<file path="config.mk">
export PLATFORM = sky130hd
export DESIGN_NAME = sprite_blit_writer_flat
export DESIGN_NICKNAME = d
export VERILOG_FILES = /design/src/rtl/sprite_blit_writer_pkg.sv /design/src/rtl/sprite_blit_writer_if.sv /design/src/rtl/sprite_blit_writer_sweep.sv /design/src/rtl/sprite_blit_writer.sv /design/src/flat_wrapper.sv
export SDC_FILE = /design/constraint.sdc
export NUM_CORES = 1
export LEC_CHECK = 0
export BUFFER_PORTS_ARGS = -buffer_cell sky130_fd_sc_hd__clkbuf_2
export CAP_MARGIN = 20
export CORE_UTILIZATION = 50
export DETAILED_ROUTE_END_ITERATION = 16
export PLACE_DENSITY = 0.78
export SLEW_MARGIN = 20
export SYNTH_ARGS = -nofsm -noshare
export SYNTH_HDL_FRONTEND = slang
export SYNTH_SLANG_ARGS = --single-unit
</file>
<file path="constraint.sdc">
create_clock -name clk -period 2.6 [get_ports clk]
set_input_delay 0.13 -clock clk [delete_from_list [all_inputs] [get_ports clk]]
set_output_delay 0.13 -clock clk [all_outputs]
set_load 0.02 [all_outputs]
</file>
<file path="src/rtl/sprite_blit_writer_pkg.sv">
// Shared frame-manager geometry, colour and source-select widths plus writer FSM states.
// Latency: n/a (definitions only).
// Backpressure: n/a.
package sprite_blit_writer_pkg;

    localparam int DRAW_WIDTH        = 640;
    localparam int DRAW_HEIGHT       = 480;
    localparam int DRAW_WIDTH_ADDRW  = $clog2(DRAW_WIDTH);
    localparam int DRAW_HEIGHT_ADDRW = $clog2(DRAW_HEIGHT);
    localparam int COLOR_DEPTH       = 8;
    localparam int SOURCE_SEL_ADDRW  = 2;

    typedef enum logic [1:0] {
        ST_IDLE    = 2'd0,
        ST_STREAM  = 2'd1,
        ST_DRAIN   = 2'd2,
        ST_RELEASE = 2'd3
    } writer_state_t;

endpackage

</file>
<file path="src/rtl/sprite_blit_writer_if.sv">
// Write-client bus between a pixel writer and the double-buffered frame manager.
// Latency: n/a (wiring only).
// Backpressure: none; the manager gates the stream via write_awaited/write_source_sel.
interface sprite_blit_writer_if;
    import sprite_blit_writer_pkg::*;

    logic                          write_awaited;
    logic [SOURCE_SEL_ADDRW-1:0]   write_source_sel;
    logic                          write_active;
    logic                          write_transparent;
    logic [COLOR_DEPTH-1:0]        write_color_data;
    logic [DRAW_WIDTH_ADDRW-1:0]   write_x_addr;
    logic [DRAW_HEIGHT_ADDRW-1:0]  write_y_addr;

    modport master (
        input  write_awaited, write_source_sel,
        output write_active, write_transparent, write_color_data,
               write_x_addr, write_y_addr
    );

    modport slave (
        output write_awaited, write_source_sel,
        input  write_active, write_transparent, write_color_data,
               write_x_addr, write_y_addr
    );
endinterface

</file>
<file path="src/rtl/sprite_blit_writer_sweep.sv">
// Row-major cx/cy sweep over the sprite rectangle with a last-pixel flag.
// Latency: counters move on the edge after advance is seen; clear wins over advance.
// Backpressure: none; the caller simply withholds advance.
module sprite_sweep_counter #(
    parameter int SPR_W = 16,
    parameter int SPR_H = 16,
    parameter int CXW   = (SPR_W > 1) ? $clog2(SPR_W) : 1,
    parameter int CYW   = (SPR_H > 1) ? $clog2(SPR_H) : 1
) (
    input  logic           clk,
    input  logic           reset,
    input  logic           clear,
    input  logic           advance,
    output logic [CXW-1:0] cx,
    output logic [CYW-1:0] cy,
    output logic           last
);

    logic cx_wrap;
    logic cy_wrap;

    assign cx_wrap = (cx == CXW'(SPR_W - 1));
    assign cy_wrap = (cy == CYW'(SPR_H - 1));
    assign last    = cx_wrap && cy_wrap;

    // Step cx every advance; on cx wrap restart the row and move to the next one.
    always_ff @(posedge clk) begin
        if (reset || clear) begin
            cx <= '0;
            cy <= '0;
        end else if (advance) begin
            if (cx_wrap) begin
                cx <= '0;
                cy <= cy_wrap ? '0 : cy + CYW'(1);
            end else begin
                cx <= cx + CXW'(1);
            end
        end
    end

endmodule

</file>
<file path="src/rtl/sprite_blit_writer.sv">
// Streams one SPR_W x SPR_H sprite from a 1-cycle ROM into the back buffer; optional SPRITE_BLIT_MIRROR_EN adds mirror_x.
// Latency: pixel (0,0) on outputs 3 edges after accept; SPR_W*SPR_H back-to-back pixels, then 2 drain cycles.
// Backpressure: none once accepted; a new sweep is only accepted after the manager drops write_awaited or reselects.
module sprite_blit_writer
    import sprite_blit_writer_pkg::*;
#(
    parameter int                     SOURCE_ID = 0,
    parameter int                     SPR_W     = 16,
    parameter int                     SPR_H     = 16,
    parameter logic [COLOR_DEPTH-1:0] KEY_COLOR = 8'hE3,
    localparam int AW  = (SPR_W * SPR_H > 1) ? $clog2(SPR_W * SPR_H) : 1
) (
    input  logic                          clk,
    input  logic                          reset,
    sprite_blit_writer_if.master          wr,
    input  logic                          sprite_en,
    input  logic [DRAW_WIDTH_ADDRW-1:0]   pos_x,
    input  logic [DRAW_HEIGHT_ADDRW-1:0]  pos_y,
    output logic [AW-1:0]                 rom_addr,
    input  logic [COLOR_DEPTH-1:0]        rom_data
`ifdef SPRITE_BLIT_MIRROR_EN
    ,
    input  logic                          mirror_x
`endif
);

    localparam int CXW = (SPR_W > 1) ? $clog2(SPR_W) : 1;
    localparam int CYW = (SPR_H > 1) ? $clog2(SPR_H) : 1;
    localparam int XW  = DRAW_WIDTH_ADDRW + 1;
    localparam int YW  = DRAW_HEIGHT_ADDRW + 1;

    writer_state_t                  state;
    logic                           drain_cnt;
    logic [DRAW_WIDTH_ADDRW-1:0]    pos_x_lat;
    logic [DRAW_HEIGHT_ADDRW-1:0]   pos_y_lat;
    logic                           en_lat;
    logic                           mirror_lat;

    logic                           accept;
    logic                           sel_match;
    logic [CXW-1:0]                 cx;
    logic [CYW-1:0]                 cy;
    logic [CXW-1:0]                 cx_eff;
    logic                           last_pix;

    // Stage 1 travels alongside rom_addr, stage 2 alongside rom_data.
    logic                           s1_vld;
    logic [XW-1:0]                  s1_x;
    logic [YW-1:0]                  s1_y;
    logic                           s2_vld;
    logic [XW-1:0]                  s2_x;
    logic [YW-1:0]                  s2_y;

    assign sel_match = (wr.write_source_sel == SOURCE_SEL_ADDRW'(SOURCE_ID));
    assign accept    = (state == ST_IDLE) && wr.write_awaited && sel_match;
    assign cx_eff    = mirror_lat ? (CXW'(SPR_W - 1) - cx) : cx;

`ifndef SPRITE_BLIT_MIRROR_EN
    assign mirror_lat = 1'b0;
`endif

    sprite_sweep_counter #(
        .SPR_W (SPR_W),
        .SPR_H (SPR_H),
        .CXW   (CXW),
        .CYW   (CYW)
    ) u_sweep (
        .clk     (clk),
        .reset   (reset),
        .clear   (accept),
        .advance (state == ST_STREAM),
        .cx      (cx),
        .cy      (cy),
        .last    (last_pix)
    );

    // Writer FSM: accept and latch placement, sweep, drain the pipe, then wait for the request to clear.
    always_ff @(posedge clk) begin
        if (reset) begin
            state     <= ST_IDLE;
            drain_cnt <= 1'b0;
            pos_x_lat <= '0;
            pos_y_lat <= '0;
            en_lat    <= 1'b0;
`ifdef SPRITE_BLIT_MIRROR_EN
            mirror_lat <= 1'b0;
`endif
        end else begin
            case (state)
                ST_IDLE: begin
                    if (accept) begin
                        state     <= ST_STREAM;
                        pos_x_lat <= pos_x;
                        pos_y_lat <= pos_y;
                        en_lat    <= sprite_en;
`ifdef SPRITE_BLIT_MIRROR_EN
                        mirror_lat <= mirror_x;
`endif
                    end
                end
                ST_STREAM: begin
                    if (last_pix) begin
                        state     <= ST_DRAIN;
                        drain_cnt <= 1'b0;
                    end
                end
                ST_DRAIN: begin
                    if (drain_cnt) begin
                        state <= ST_RELEASE;
                    end else begin
                        drain_cnt <= 1'b1;
                    end
                end
                ST_RELEASE: begin
                    if (!wr.write_awaited || !sel_match) begin
                        state <= ST_IDLE;
                    end
                end
                default: state <= ST_IDLE;
            endcase
        end
    end

    // Address/coordinate pipeline: counters -> rom_addr + screen coords -> align with rom_data.
    always_ff @(posedge clk) begin
        if (reset) begin
            rom_addr <= '0;
            s1_vld   <= 1'b0;
            s1_x     <= '0;
            s1_y     <= '0;
            s2_vld   <= 1'b0;
            s2_x     <= '0;
            s2_y     <= '0;
        end else begin
            rom_addr <= AW'(cy) * AW'(SPR_W) + AW'(cx_eff);
            s1_vld   <= (state == ST_STREAM);
            s1_x     <= {1'b0, pos_x_lat} + XW'(cx);
            s1_y     <= {1'b0, pos_y_lat} + YW'(cy);
            s2_vld   <= s1_vld;
            s2_x     <= s1_x;
            s2_y     <= s1_y;
        end
    end

    // Output register: key-colour, off-screen and disabled-sprite pixels go out transparent.
    always_ff @(posedge clk) begin
        if (reset) begin
            wr.write_active      <= 1'b0;
            wr.write_transparent <= 1'b1;
            wr.write_color_data  <= '0;
            wr.write_x_addr      <= '0;
            wr.write_y_addr      <= '0;
        end else begin
            wr.write_active      <= s2_vld;
            wr.write_transparent <= !s2_vld
                                    || (rom_data == KEY_COLOR)
                                    || (s2_x >= XW'(DRAW_WIDTH))
                                    || (s2_y >= YW'(DRAW_HEIGHT))
                                    || !en_lat;
            if (s2_vld) begin
                wr.write_color_data <= rom_data;
                wr.write_x_addr     <= s2_x[DRAW_WIDTH_ADDRW-1:0];
                wr.write_y_addr     <= s2_y[DRAW_HEIGHT_ADDRW-1:0];
            end
        end
    end

endmodule

</file>
<file path="src/flat_wrapper.sv">
// flat-port wrapper written by rule: the top's interface ports become plain ports
module sprite_blit_writer_flat import sprite_blit_writer_pkg::*;
#(
    parameter int                     SOURCE_ID = 0,
    parameter int                     SPR_W     = 16,
    parameter int                     SPR_H     = 16,
    parameter logic [COLOR_DEPTH-1:0] KEY_COLOR = 8'hE3,
    localparam int AW  = (SPR_W * SPR_H > 1) ? $clog2(SPR_W * SPR_H) : 1
)
  (clk, reset, sprite_en, pos_x, pos_y, rom_addr, rom_data, wr_write_awaited, wr_write_source_sel, wr_write_active, wr_write_transparent, wr_write_color_data, wr_write_x_addr, wr_write_y_addr);
  sprite_blit_writer_if wr_i ();
  input  logic clk;
  input  logic reset;
  input  logic sprite_en;
  input  logic [DRAW_WIDTH_ADDRW-1:0] pos_x;
  input  logic [DRAW_HEIGHT_ADDRW-1:0] pos_y;
  output logic [AW-1:0] rom_addr;
  input  logic [COLOR_DEPTH-1:0] rom_data;
  input wire logic [$bits(wr_i.write_awaited)-1:0] wr_write_awaited;
  input wire logic [$bits(wr_i.write_source_sel)-1:0] wr_write_source_sel;
  output wire logic [$bits(wr_i.write_active)-1:0] wr_write_active;
  output wire logic [$bits(wr_i.write_transparent)-1:0] wr_write_transparent;
  output wire logic [$bits(wr_i.write_color_data)-1:0] wr_write_color_data;
  output wire logic [$bits(wr_i.write_x_addr)-1:0] wr_write_x_addr;
  output wire logic [$bits(wr_i.write_y_addr)-1:0] wr_write_y_addr;
  assign wr_i.write_awaited = wr_write_awaited;
  assign wr_i.write_source_sel = wr_write_source_sel;
  assign wr_write_active = wr_i.write_active;
  assign wr_write_transparent = wr_i.write_transparent;
  assign wr_write_color_data = wr_i.write_color_data;
  assign wr_write_x_addr = wr_i.write_x_addr;
  assign wr_write_y_addr = wr_i.write_y_addr;
  sprite_blit_writer #(.SOURCE_ID(SOURCE_ID), .SPR_W(SPR_W), .SPR_H(SPR_H), .KEY_COLOR(KEY_COLOR)) u_core (.clk(clk), .reset(reset), .wr(wr_i), .sprite_en(sprite_en), .pos_x(pos_x), .pos_y(pos_y), .rom_addr(rom_addr), .rom_data(rom_data));
endmodule
</file>
* After elaboration in Yosys (flattened, before gate mapping)
Index checks and enable logic that the tools add are counted.
** Operators by class
- Add/sub/neg operators :: 5
- Magnitude comparators :: 2
- Equality and inequality tests :: 10
- Reductions and logical operators :: 20
- Muxes and demuxes :: 9
** Operators with widths (number)
- 10-bit by 4-bit adder with 11-bit output :: 1
- 11-bit by 10-bit greater-or-equal comparator with 1-bit output, second input constant :: 1
- 9-bit by 4-bit adder with 10-bit output :: 1
- 10-bit by 9-bit greater-or-equal comparator with 1-bit output, second input constant :: 1
- 4-bit by 1-bit adder with 4-bit output, second input constant :: 2
- 8-bit by 4-bit adder with 8-bit output :: 1
- 4-bit equality test, second input constant :: 2
- 8-bit equality test, second input constant :: 1
- 2-bit two-way mux :: 4
- 4-bit two-way mux :: 2
- 2-bit one-hot mux with 4 select lines :: 1
- 1-bit logical OR :: 6
- 2-bit by 1-bit != test with 1-bit output, second input constant :: 3
- 2-bit AND reduction :: 3
- 2-bit equality test, second input constant :: 2
- 1-bit zero test :: 4
- 2-bit zero test :: 2
- 4-bit AND reduction :: 1
- 1-bit logical AND :: 3
- 2-bit by 1-bit equality test with 1-bit output, second input constant :: 1
- 2-bit != test, second input constant :: 1
- 1-bit one-hot mux with 2 select lines :: 1
- 2-bit nonzero test :: 1
- 1-bit two-way mux :: 1
** Word-level totals
- Input bits :: 33
- Logic and storage cells :: 65
- Output and inout port bits :: 37
- Bits in registers :: 112

* Logic depth before layout (Yosys ltp)
Gate-level depths: netlist (run 1).
- Depth in word-level cells :: 5
- Gate-level depth with buffers :: 7
- Gate-level depth less buffers :: 6

* By module
Synthesis (run 1) repeated with hierarchy kept, for this count alone.
** Unflattened totals
- Cell total of the unflattened synthesis :: 430
- Area, all modules :: 4187.8 um^2
** Modules (own cells, without submodules)
- sprite_blit_writer :: times used 1, cells an instance 388, area an instance 3807.4 um^2, sequential area each 2082.0 um^2
- sprite_sweep_counter :: times used 1, cells an instance 42, area an instance 380.4 um^2, sequential area each 160.2 um^2

* Least setup slack after synthesis (run 1)
No wires, ideal clock.
- Kind :: register to register
- Start point :: register u_core.u_sweep.cx[0]
- End point :: register u_core.s1_x[8]
- Library setup time :: 128 ps
- Required time :: 2472 ps
- Buffers on the path :: 0
- Clock period less this slack :: 1744 ps
- Stages on the path, launching flop included :: 7
- Arrival :: 1616 ps
- Setup slack :: 856 ps
- Cells stage by stage :: dfxtp_1 -> ha_1 -> fa_1 -> a211oi_1 -> nor3_1 -> xnor2_1 -> nor2_1
** On the way
- Word-level cells in the longest chain between the ends :: 1
** Ends and longest elaborated chain
- from (decl) :: line sprite_blit_writer_sweep.sv:14 : output logic [CXW-1:0] cx,
- from (signal assigned) :: line sprite_blit_writer_sweep.sv:36 : cx <= cx + CXW'(1);
- 10-bit by 4-bit adder with 11-bit output :: line sprite_blit_writer.sv:137 : s1_x <= {1'b0, pos_x_lat} + XW'(cx);
- to (signal assigned) :: line sprite_blit_writer.sv:137
- to (decl) :: line sprite_blit_writer.sv:48 : logic [XW-1:0] s1_x;
No other way between the ends.
A chain may end at the register's enable or synchronous reset.

* Worst setup path in the final report (run 1)
- Start point :: register u_core.u_sweep.cy[0]
- End point :: register u_core.s1_y[6]
** On the way
- Word-level cells in the longest chain between the ends :: 1
** Ends and longest elaborated chain
- from (decl) :: line sprite_blit_writer_sweep.sv:15 : output logic [CYW-1:0] cy,
- from (signal assigned) :: line sprite_blit_writer_sweep.sv:34 : cy <= cy_wrap ? '0 : cy + CYW'(1);
- 9-bit by 4-bit adder with 10-bit output :: line sprite_blit_writer.sv:138 : s1_y <= {1'b0, pos_y_lat} + YW'(cy);
- to (signal assigned) :: line sprite_blit_writer.sv:138
- to (decl) :: line sprite_blit_writer.sv:49 : logic [YW-1:0] s1_y;
No other way between the ends.

==> results.ini, run 1 <==
[global_routing]
antenna_found_initial=0
grt_pass1_wl_um=13210
grt_max_degree=30
grt.total_usage_pct=19.25
overflow=0
grt_pass1_vias=2999

[timing]
finalHoldViolations=0
min_period_ps=1966
finalWorstSetupSlack_ps=633.8
relSlewSlack_pct=51.94
post-route-period-util_pct=75.62
tightestPinTransition_ps=720.8
fin_worst_skew_ps=10.53
finalSetupViolCount=0
tns_ps=0
clock.fmax_mhz=508.6
finalMaxSlewViolations=0
rsz0062_at_grt=no

[setup_path]
cp_data_required_time_ps=2900
critPathMaxStageDelay_ps=420
endpoint_kind=flip-flop
slowest_stage=fa_1
crit_type=flip-flop to flip-flop
critPathMostFrequentCell=a21oi_1
startpoint_type=flip-flop
cp.arrival_ps=2270
path_cells=ha_1 -> fa_1 -> a21o_1 -> a21oi_1 -> o21ai_0 -> a21oi_1
path_max_fanout=7

[layout]
fillers=672
finalNetCount=561
num_antenna_cells=0
multi_input_area_mm2=0.001784
syn_to_final_growth_pct=21.79
regArea_mm2=0.002242
fin_util_pct=64.06
drive_gt1_share_pct=18.76

[place]
portBuffers=69
hpwl_um=5370
gp_congestion=0.8164
pre_cts_ws_ps=706.3

[synthesis]
synth_top_cell_area_share_pct=54.32
yosys_warnings=0
synth_top_flop_cell=dfxtp_1
synth_area_leaders=dfxtp_1 54%, mux2i_1 7.0%, nor2b_1 5.3%
syn_inst=422
yosysUniqueCellTypes=41
synth_nets=471
syn_area_per_cell_um2=9.781
ys_ff_latch=112
yosysSeqAreaShare_pct=54.32
netlist_area_mm2=0.004128
yosysTopAreaCell=dfxtp_1
ys_async_sr_fraction_pct=0
synth_edf_count=0

[floorplanning]
die_x_um=92.86
die_area_mm2=0.008623
pin_count=70
dieHeight_um=92.86
start_util_pct=52.60
rows=32
coreArea_mm2=0.007848

[cts]
clock-root-buffer=clkbuf_8
clock_latency_ps=370
cts_buffers=9
cts_tree=done
cts_resized=0
hold_buffers=24
h-tree-depth=3
clock-sinks=112
clk_pin_slew_ps=110
ctsLongestPathBuffers=2
post_cts_buffers=0

[routing]
wire_per_inst_um=12.65
vias=3179
route.detailed.drc=0
drt_first_pass_iters=5
via_per_inst=5.136
drt-total-wl_um=7829
drt_iter0_markers=150
ant_nets=0

[power]
pwr-share-comb_pct=11.7
vdd_drop_max_v=0.0003537
sw_frac_of_total_pct=26.71
p_int_uw=2434
powerDensity_mw_per_mm2=660.6
cellLeakagePower_uw=0.002022
finalPower_uw=3321
p_sw_uw=887.1
seqPwrFrac_pct=55.5
power_frac_clock_pct=32.7

[run]
drv_cap=0

[status]
outcome=complete, no violations

[worst_hold_path]
hp-class=input pin to flip-flop

[power groups by stage]
| stage | sequential (uW) | combinational (uW) | clock (uW) |
|---|---|---|---|
| global route | 1850 | 440 | 1180 |
| detailed placement | 1880 | 360 | 0 |
| floorplan | 1880 | 261 | 0 |
| CTS | 1840 | 388 | 1110 |
| global placement | 1880 | 343 | 0 |
| finish | 1840 | 390 | 1090 |
[synthesized netlist by cell type (3+ instances only)]
cell type,n
nand2b_1,4
buf_2,6
a21o_1,4
xor2_1,4
a21oi_1,40
nand2_1,51
nand4_1,4
clkbuf_1,14
nand3_1,6
nor2_1,38
or3_1,8
nor3_1,4
ha_1,14
mux2i_1,29
nor2b_1,35
inv_1,5
a211oi_1,5
o21ai_0,9
xnor2_1,3
dfxtp_1,112
[routing by layer]
layer,vias up,global-route usage (%),part of all wire [%]
met5,-,0,0
li1,1611,-,-
met4,0,6.667,1.4
met3,14,4.433,4.6
met1,1466,24.32,45
met2,88,32.17,48
[flip-flops by register name (all words and copies together), names as in the netlist, 8 cells and up]
register	flops
u_core.pos_x_lat	10
u_core.pos_y_lat	9
u_core.rom_addr	8
u_core.s1_x	11
u_core.s1_y	10
u_core.s2_x	11
u_core.s2_y	10
u_core.wr.write_color_data	8
u_core.wr.write_x_addr	10
u_core.wr.write_y_addr	9
[cells in the final DEF, fill, tap and decap left out, types with 2 or more instances in the layout]
cell	n
ha_1	14
nand4_1	4
mux2i_1	29
nand2b_1	4
nor2b_1	35
a21oi_1	40
o21a_1	2
clkbuf_8	9
a31o_2	2
xor2_1	4
nand3_1	6
clkinv_8	2
nor3_1	4
a211o_1	2
dlygate4sd3_1	24
clkbuf_2	68
o21ai_0	9
a21o_1	4
nand2_1	51
xnor2_1	3
clkinv_4	2
inv_1	5
nor2_1	38
or3_1	8
nor4_1	2
fa_1	2
nor3b_1	2
dfxtp_1	112
buf_4	6
a211oi_1	5
[worst max-delay path: cells and delay by family (launching register included)]
kind | cells | cell delay [ps]
fa+ha+maj | 2 | 700
flops | 1 | 390
compound gates | 4 | 810
[area by class of cell]
class	count	share of cell area, %
Multi-Input combinational cell	285	35.49
Clock inverter	7	1.991
Clock buffer	9	2.464
Inverter	5	0.3733
Timing Repair Buffer	99	12.54
Tap cell	102	2.539
Sequential cell	112	44.60
[worst paths after layout]
kind | slack, ps | from | end | cells after the start
hold / removal | 9 | rom_data[1] | u_core.wr.write_color_data[1]$_SDFFE_PP0P_ | 3
setup reg to reg | 630 | u_core.u_sweep.cy[0]$_SDFFE_PP0P_ | u_core.s1_y[6]$_SDFF_PP0_ | 6
hold reg to reg | 430 | u_core.s1_y[7]$_SDFF_PP0_ | u_core.s2_y[7]$_SDFF_PP0_ | 1
setup / recovery | 630 | u_core.u_sweep.cy[0]$_SDFFE_PP0P_ | u_core.s1_y[6]$_SDFF_PP0_ | 6
[metrics by stage]
step | hold WS (ps) | instances | area [um2]
floorplan | 209.5 | 422 | 4128
global placement | 339.9 | 579 | 4563
detailed placement | 350.1 | 579 | 4563
CTS | 0.9022 | 619 | 5027
global route | 7.482 | 619 | 5027
finish | 8.536 | 619 | 5027
[kinds of logic after synthesis]
family	share of synthesized area, %
muxes	7.032
xor gates and xnor gates	1.485
buffers and inverters	2.455
DFF	54.32
AOI/OAI and AO/OA	10.12
and+or+nand+nor	19.37
adders and majority gates	5.214
Note: power is estimated with default switching activity, not from simulation.
==> run 2, diff against run 1 <==
- PLACE_DENSITY: 0.78 -> 0.81
- clock period: 2.6 -> 1.6 ns (I/O delays scaled with it)
==> results.ini, run 2 (synthesized netlist as in run 1, its figures left out) <==
[floorplanning]
start_util_pct=52.60
coreArea_mm2=0.007848
die_area_mm2=0.008623
dieHeight_um=92.86
rows=32
die_x_um=92.86
pin_count=70

[setup_path]
critPathMaxStageDelay_ps=370
startpoint_type=flip-flop
reg2reg_slack_ps=10
cp.arrival_ps=1840
reg2regPathDepth=6
path_max_fanout=5
slowest_stage=fa_2
cp_num_buf_inv=0
endpoint_kind=flip-flop
crit_type=flip-flop to flip-flop
cp_top_family=adder cells
reg2reg_to=u_core.s1_y[8]$_SDFF_PP0_
timing.rr.start=u_core.u_sweep.cy[0]$_SDFFE_PP0P_
cp_data_required_time_ps=1860
path_cells=ha_4 -> fa_2 -> a21o_1 -> a21oi_4 -> or3_4 -> a21oi_2

[timing]
finalWorstSetupSlack_ps=13.58
finalSetupViolCount=0
relSlewSlack_pct=69.08
tightestPinTransition_ps=463.9
rsz0062_at_grt=yes
min_period_ps=1586
clock.fmax_mhz=630.3
finalHoldViolations=0
post-route-period-util_pct=99.15
finalMaxSlewViolations=0
fin_worst_skew_ps=16.46

[routing]
highest_layer=met4
drt-total-wl_um=8823
ant_nets=0
route.detailed.drc=0
drt_iter0_markers=125
vias=3323
wire_per_inst_um=13.79
via_per_inst=5.192
wirelength_met1_um=3882
met2_length_um=4354
drt_first_pass_iters=4
dr_wl_met3_um=385

[layout]
drive_gt1_share_pct=27.88
final_cell_mix=100 x dfxtp_1, 68 x clkbuf_2, 51 x nand2_1
final_common_cell=dfxtp_1
fillers=584
reg_top3=u_core.s1_x x11, u_core.s2_x x11
syn_to_final_growth_pct=30.62
design_area_mm2=0.005391
fin_util_pct=68.70
finalNetCount=582
num_antenna_cells=0

[global_routing]
grt_pass1_vias=3112
grt_max_degree=29
antenna_found_initial=0
overflow=0
grt_pass1_wl_um=13990
grt.total_usage_pct=20.53

[power]
powerDensity_mw_per_mm2=987.6
cellLeakagePower_uw=0.002116
vdd_drop_max_v=0.0005683

[cts]
cts_tree=done
ctsLongestPathBuffers=2
clock_latency_ps=370
clock-sinks=112
h-tree-depth=3
clk_pin_slew_ps=110
clock-root-buffer=clkbuf_8
cts_buffers=9

[place]
hpwl_um=5680
gp_congestion=0.8825
portBuffers=69
pre_cts_ws_ps=-68.55
postPlaceCellArea_mm2=0.004710

[worst_hold_path]
hold_path_depth=3
hold_end=u_core.wr.write_color_data[0]$_SDFFE_PP0P_
hp-class=input pin to flip-flop
min_from=rom_data[0]

[status]
outcome=complete, no violations

[run]
drv_cap=0

-- run 2: worst max path at each step --
stage / from / to / cells after the start
after detailed placement: u_core.u_sweep.cx[1]$_SDFFE_PP0P_ / u_core.s1_x[9]$_SDFF_PP0_ / 5
after floorplan: u_core.u_sweep.cx[0]$_SDFFE_PP0P_ / u_core.s1_x[8]$_SDFF_PP0_ / 6
final: u_core.u_sweep.cy[0]$_SDFFE_PP0P_ / u_core.s1_y[8]$_SDFF_PP0_ / 6
after CTS: u_core.u_sweep.cx[0]$_SDFFE_PP0P_ / u_core.u_sweep.cy[3]$_SDFFE_PP0P_ / 6
after global routing: u_core.u_sweep.cy[0]$_SDFFE_PP0P_ / u_core.s1_y[6]$_SDFF_PP0_ / 6
after global placement: u_core.u_sweep.cx[1]$_SDFFE_PP0P_ / u_core.s1_x[9]$_SDFF_PP0_ / 5
-- run 2: layer usage --
metal / track usage (%) / vias to the layer above
li1: - / 1646
met1: 25.10 / 1566
met2: 35.48 / 93
met3: 3.612 / 18
met4: 8.462 / 0
met5: 0 / -
-- run 2: stage by stage --
stage          power, uW  cells  hold slack, ps  setup TNS, ps
2_1_floorplan       3474    422           159.5         -23.52
3_3_place_gp        3648    593           286.2              0
3_5_place_dp        3687    593           292.9         -428.4
4_1_cts             5316    638           4.872         -8.467
5_1_grt             5580    640           12.53         -181.6
6_report            5325    640           15.67              0
-- run 2: area by class of cell --
cell class	count	area (um2)	area share, %
clock buffer	9	123.9	2.298
clock inverter	7	63.81	1.184
timing repair buffer	120	823.3	15.27
tap	102	127.6	2.367
inverter	5	18.77	0.3481
sequential	112	2260	41.91
multi-input combinational	285	1974	36.62
-- run 2: worst min-delay path, delay by kind of cell --
family                 cells  cell delay [ps]
multiplexers               1               70
AND/OR/NAND/NOR            1               90
buffers and inverters      1               90
-- run 2: timing repair --
item,CTS,global route
pin swaps,9,12
buffers inserted,1,2
endpoints found under the hold margin,28,0
setup endpoints to repair,31,16
gates resized for setup,18,26
hold buffers,28,0
-- run 2: power by group --
group / switching [uW] / internal (uW) / total, uW
registers: 83.6 / 2910 / 2990
clock network: 986 / 600 / 1590
logic: 409 / 339 / 748
total: 1480 / 3850 / 5320
==> run 3, diff against run 2 <==
- PLACE_DENSITY: 0.81 -> 0.75
- SETUP_SLACK_MARGIN: unset -> 0.05
==> results.ini, run 3 (synthesized netlist as in run 1, its figures left out) <==
[timing]
rsz0062_at_grt=yes
min_period_ps=1656
finalSetupViolCount=2
fin_worst_skew_ps=10.06
finalHoldViolations=0
relSlewSlack_pct=72.64
finalMaxSlewViolations=0
tns_ps=-94.97
tightestPinTransition_ps=410.3
post-route-period-util_pct=103.5
clock.fmax_mhz=603.9
finalWorstSetupSlack_ps=-55.97

[layout]
fillers=595
final_common_cell=dfxtp_1
final_cell_mix=101 x dfxtp_1, 68 x clkbuf_2, 51 x nand2_1
syn_to_final_growth_pct=31.25
fin_util_pct=69.04
drive_gt1_share_pct=27.86
finalNetCount=586
reg_top3=u_core.s1_x x11, u_core.s2_x x11
num_antenna_cells=0

[place]
portBuffers=69
gp_congestion=0.7857
hpwl_um=5523

[power]
vdd_drop_max_v=0.0006708
powerDensity_mw_per_mm2=1010
finalPower_uw=5473
cellLeakagePower_uw=0.002139

[status]
failed_checks=setup timing
outcome=finished with violations

[floorplanning]
start_util_pct=52.60
die_x_um=92.86
dieHeight_um=92.86
coreArea_mm2=0.007848
die_area_mm2=0.008623
pin_count=70
rows=32

[routing]
drt-total-wl_um=8532
via_per_inst=5.026
drt_first_pass_iters=4
route.detailed.drc=0
vias=3237
drt_iter0_markers=123
wire_per_inst_um=13.25
ant_nets=0

[global_routing]
overflow=0
grt_pass1_vias=3106
grt_pass1_wl_um=13720
antenna_found_initial=0
grt_max_degree=42
grt.total_usage_pct=20.00

[worst_hold_path]
hp-class=input pin to flip-flop

[setup_path]
cp.arrival_ps=1930
startpoint_type=flip-flop
cp_data_required_time_ps=1870
cp_top_family=adder cells
critPathMaxStageDelay_ps=400
path_cells=ha_4 -> fa_2 -> a211oi_4 -> nor3_2 -> xnor2_1 -> nor2_1
endpoint_kind=flip-flop
cp_num_buf_inv=0
path_max_fanout=4
crit_type=flip-flop to flip-flop
slowest_stage=fa_2

[cts]
clock_latency_ps=380
clock-sinks=112
clk_pin_slew_ps=110
cts_tree=done
clock-root-buffer=clkbuf_8
cts_buffers=9
ctsLongestPathBuffers=2
h-tree-depth=3

[run]
drv_cap=0

## run 3: changes by cell type in the layout (fill, tap and decap cells not counted), moves of 2 or more
| cell | before | now |
|---|---|---|
| buf_4 | 21 | 27 |
| a21oi_1 | 33 | 35 |
| clkinvlp_4 | 2 | 0 |
| dfxtp_2 | 11 | 9 |
| a21oi_2 | 5 | 3 |
| ha_2 | 0 | 2 |
## run 3: power by group
| part | total, uW | internal, uW | leakage (uW) | switching, uW |
|---|---|---|---|---|
| logic | 789 | 373 | 0.00112 | 416 |
| registers | 3000 | 2910 | 0.000911 | 91.0 |
| clock network | 1680 | 636 | 0.000104 | 1050 |
| total | 5470 | 3920 | 0.00214 | 1550 |
## run 3: timing repair
item                                    CTS  global route
gates resized for setup                  21            16
hold buffers                             28             0
endpoints found under the setup margin   33            14
pin swaps                                10            14
endpoints found under the hold margin    29             0
setup buffers                             3             2
## run 3: path summary, 6_finish.rpt
kind / start / endpoint / slack [ps] / depth (start not counted)
min reg2reg: u_core.s1_y[6]$_SDFF_PP0_ / u_core.s2_y[6]$_SDFF_PP0_ / 430 / 1
min: reset / u_core.s2_y[6]$_SDFF_PP0_ / 120 / 2
max reg2reg: u_core.u_sweep.cx[0]$_SDFFE_PP0P_ / u_core.s1_x[8]$_SDFF_PP0_ / -60 / 6
max: u_core.u_sweep.cx[0]$_SDFFE_PP0P_ / u_core.s1_x[8]$_SDFF_PP0_ / -60 / 6
## run 3: area by class of cell
cell class | instances | area, um2 | share of cell area [%]
inverter | 5 | 18.77 | 0.3464
clock buffer | 9 | 123.9 | 2.286
sequential | 112 | 2261 | 41.73
tap | 102 | 127.6 | 2.356
multi-input combinational | 285 | 1962 | 36.21
clock inverter | 7 | 81.33 | 1.501
timing repair buffer | 124 | 843.3 | 15.57
## run 3: through the flow
| step | instances | hold WS (ps) | worst slack [ps] | instance area, um2 |
|---|---|---|---|---|
| 3_5_place_dp | 595 | 297.7 | -24.95 | 4733 |
| 3_3_place_gp | 595 | 291.7 | -4.267 | 4733 |
| 4_1_cts | 642 | 104.5 | -2.429 | 5320 |
| 6_report | 644 | 116.9 | -55.97 | 5418 |
| 2_1_floorplan | 422 | 159.5 | 56.97 | 4163 |
| 5_1_grt | 644 | 130.5 | -132.5 | 5418 |
## run 3: layer usage
metal / wire length [um] / vias up / global-route usage (%)
met5: 0 / - / 0
met4: 102 / 0 / 7.949
met3: 285 / 10 / 3.366
met2: 4301 / 76 / 34.68
met1: 3842 / 1485 / 24.58
li1: - / 1666 / -
## run 3: worst register-to-register path: stages (launching register included)
cell	delay, ps
dfxtp_4	380
ha_4	170
fa_2	400
a211oi_4	280
nor3_2	80
xnor2_1	190
nor2_1	50
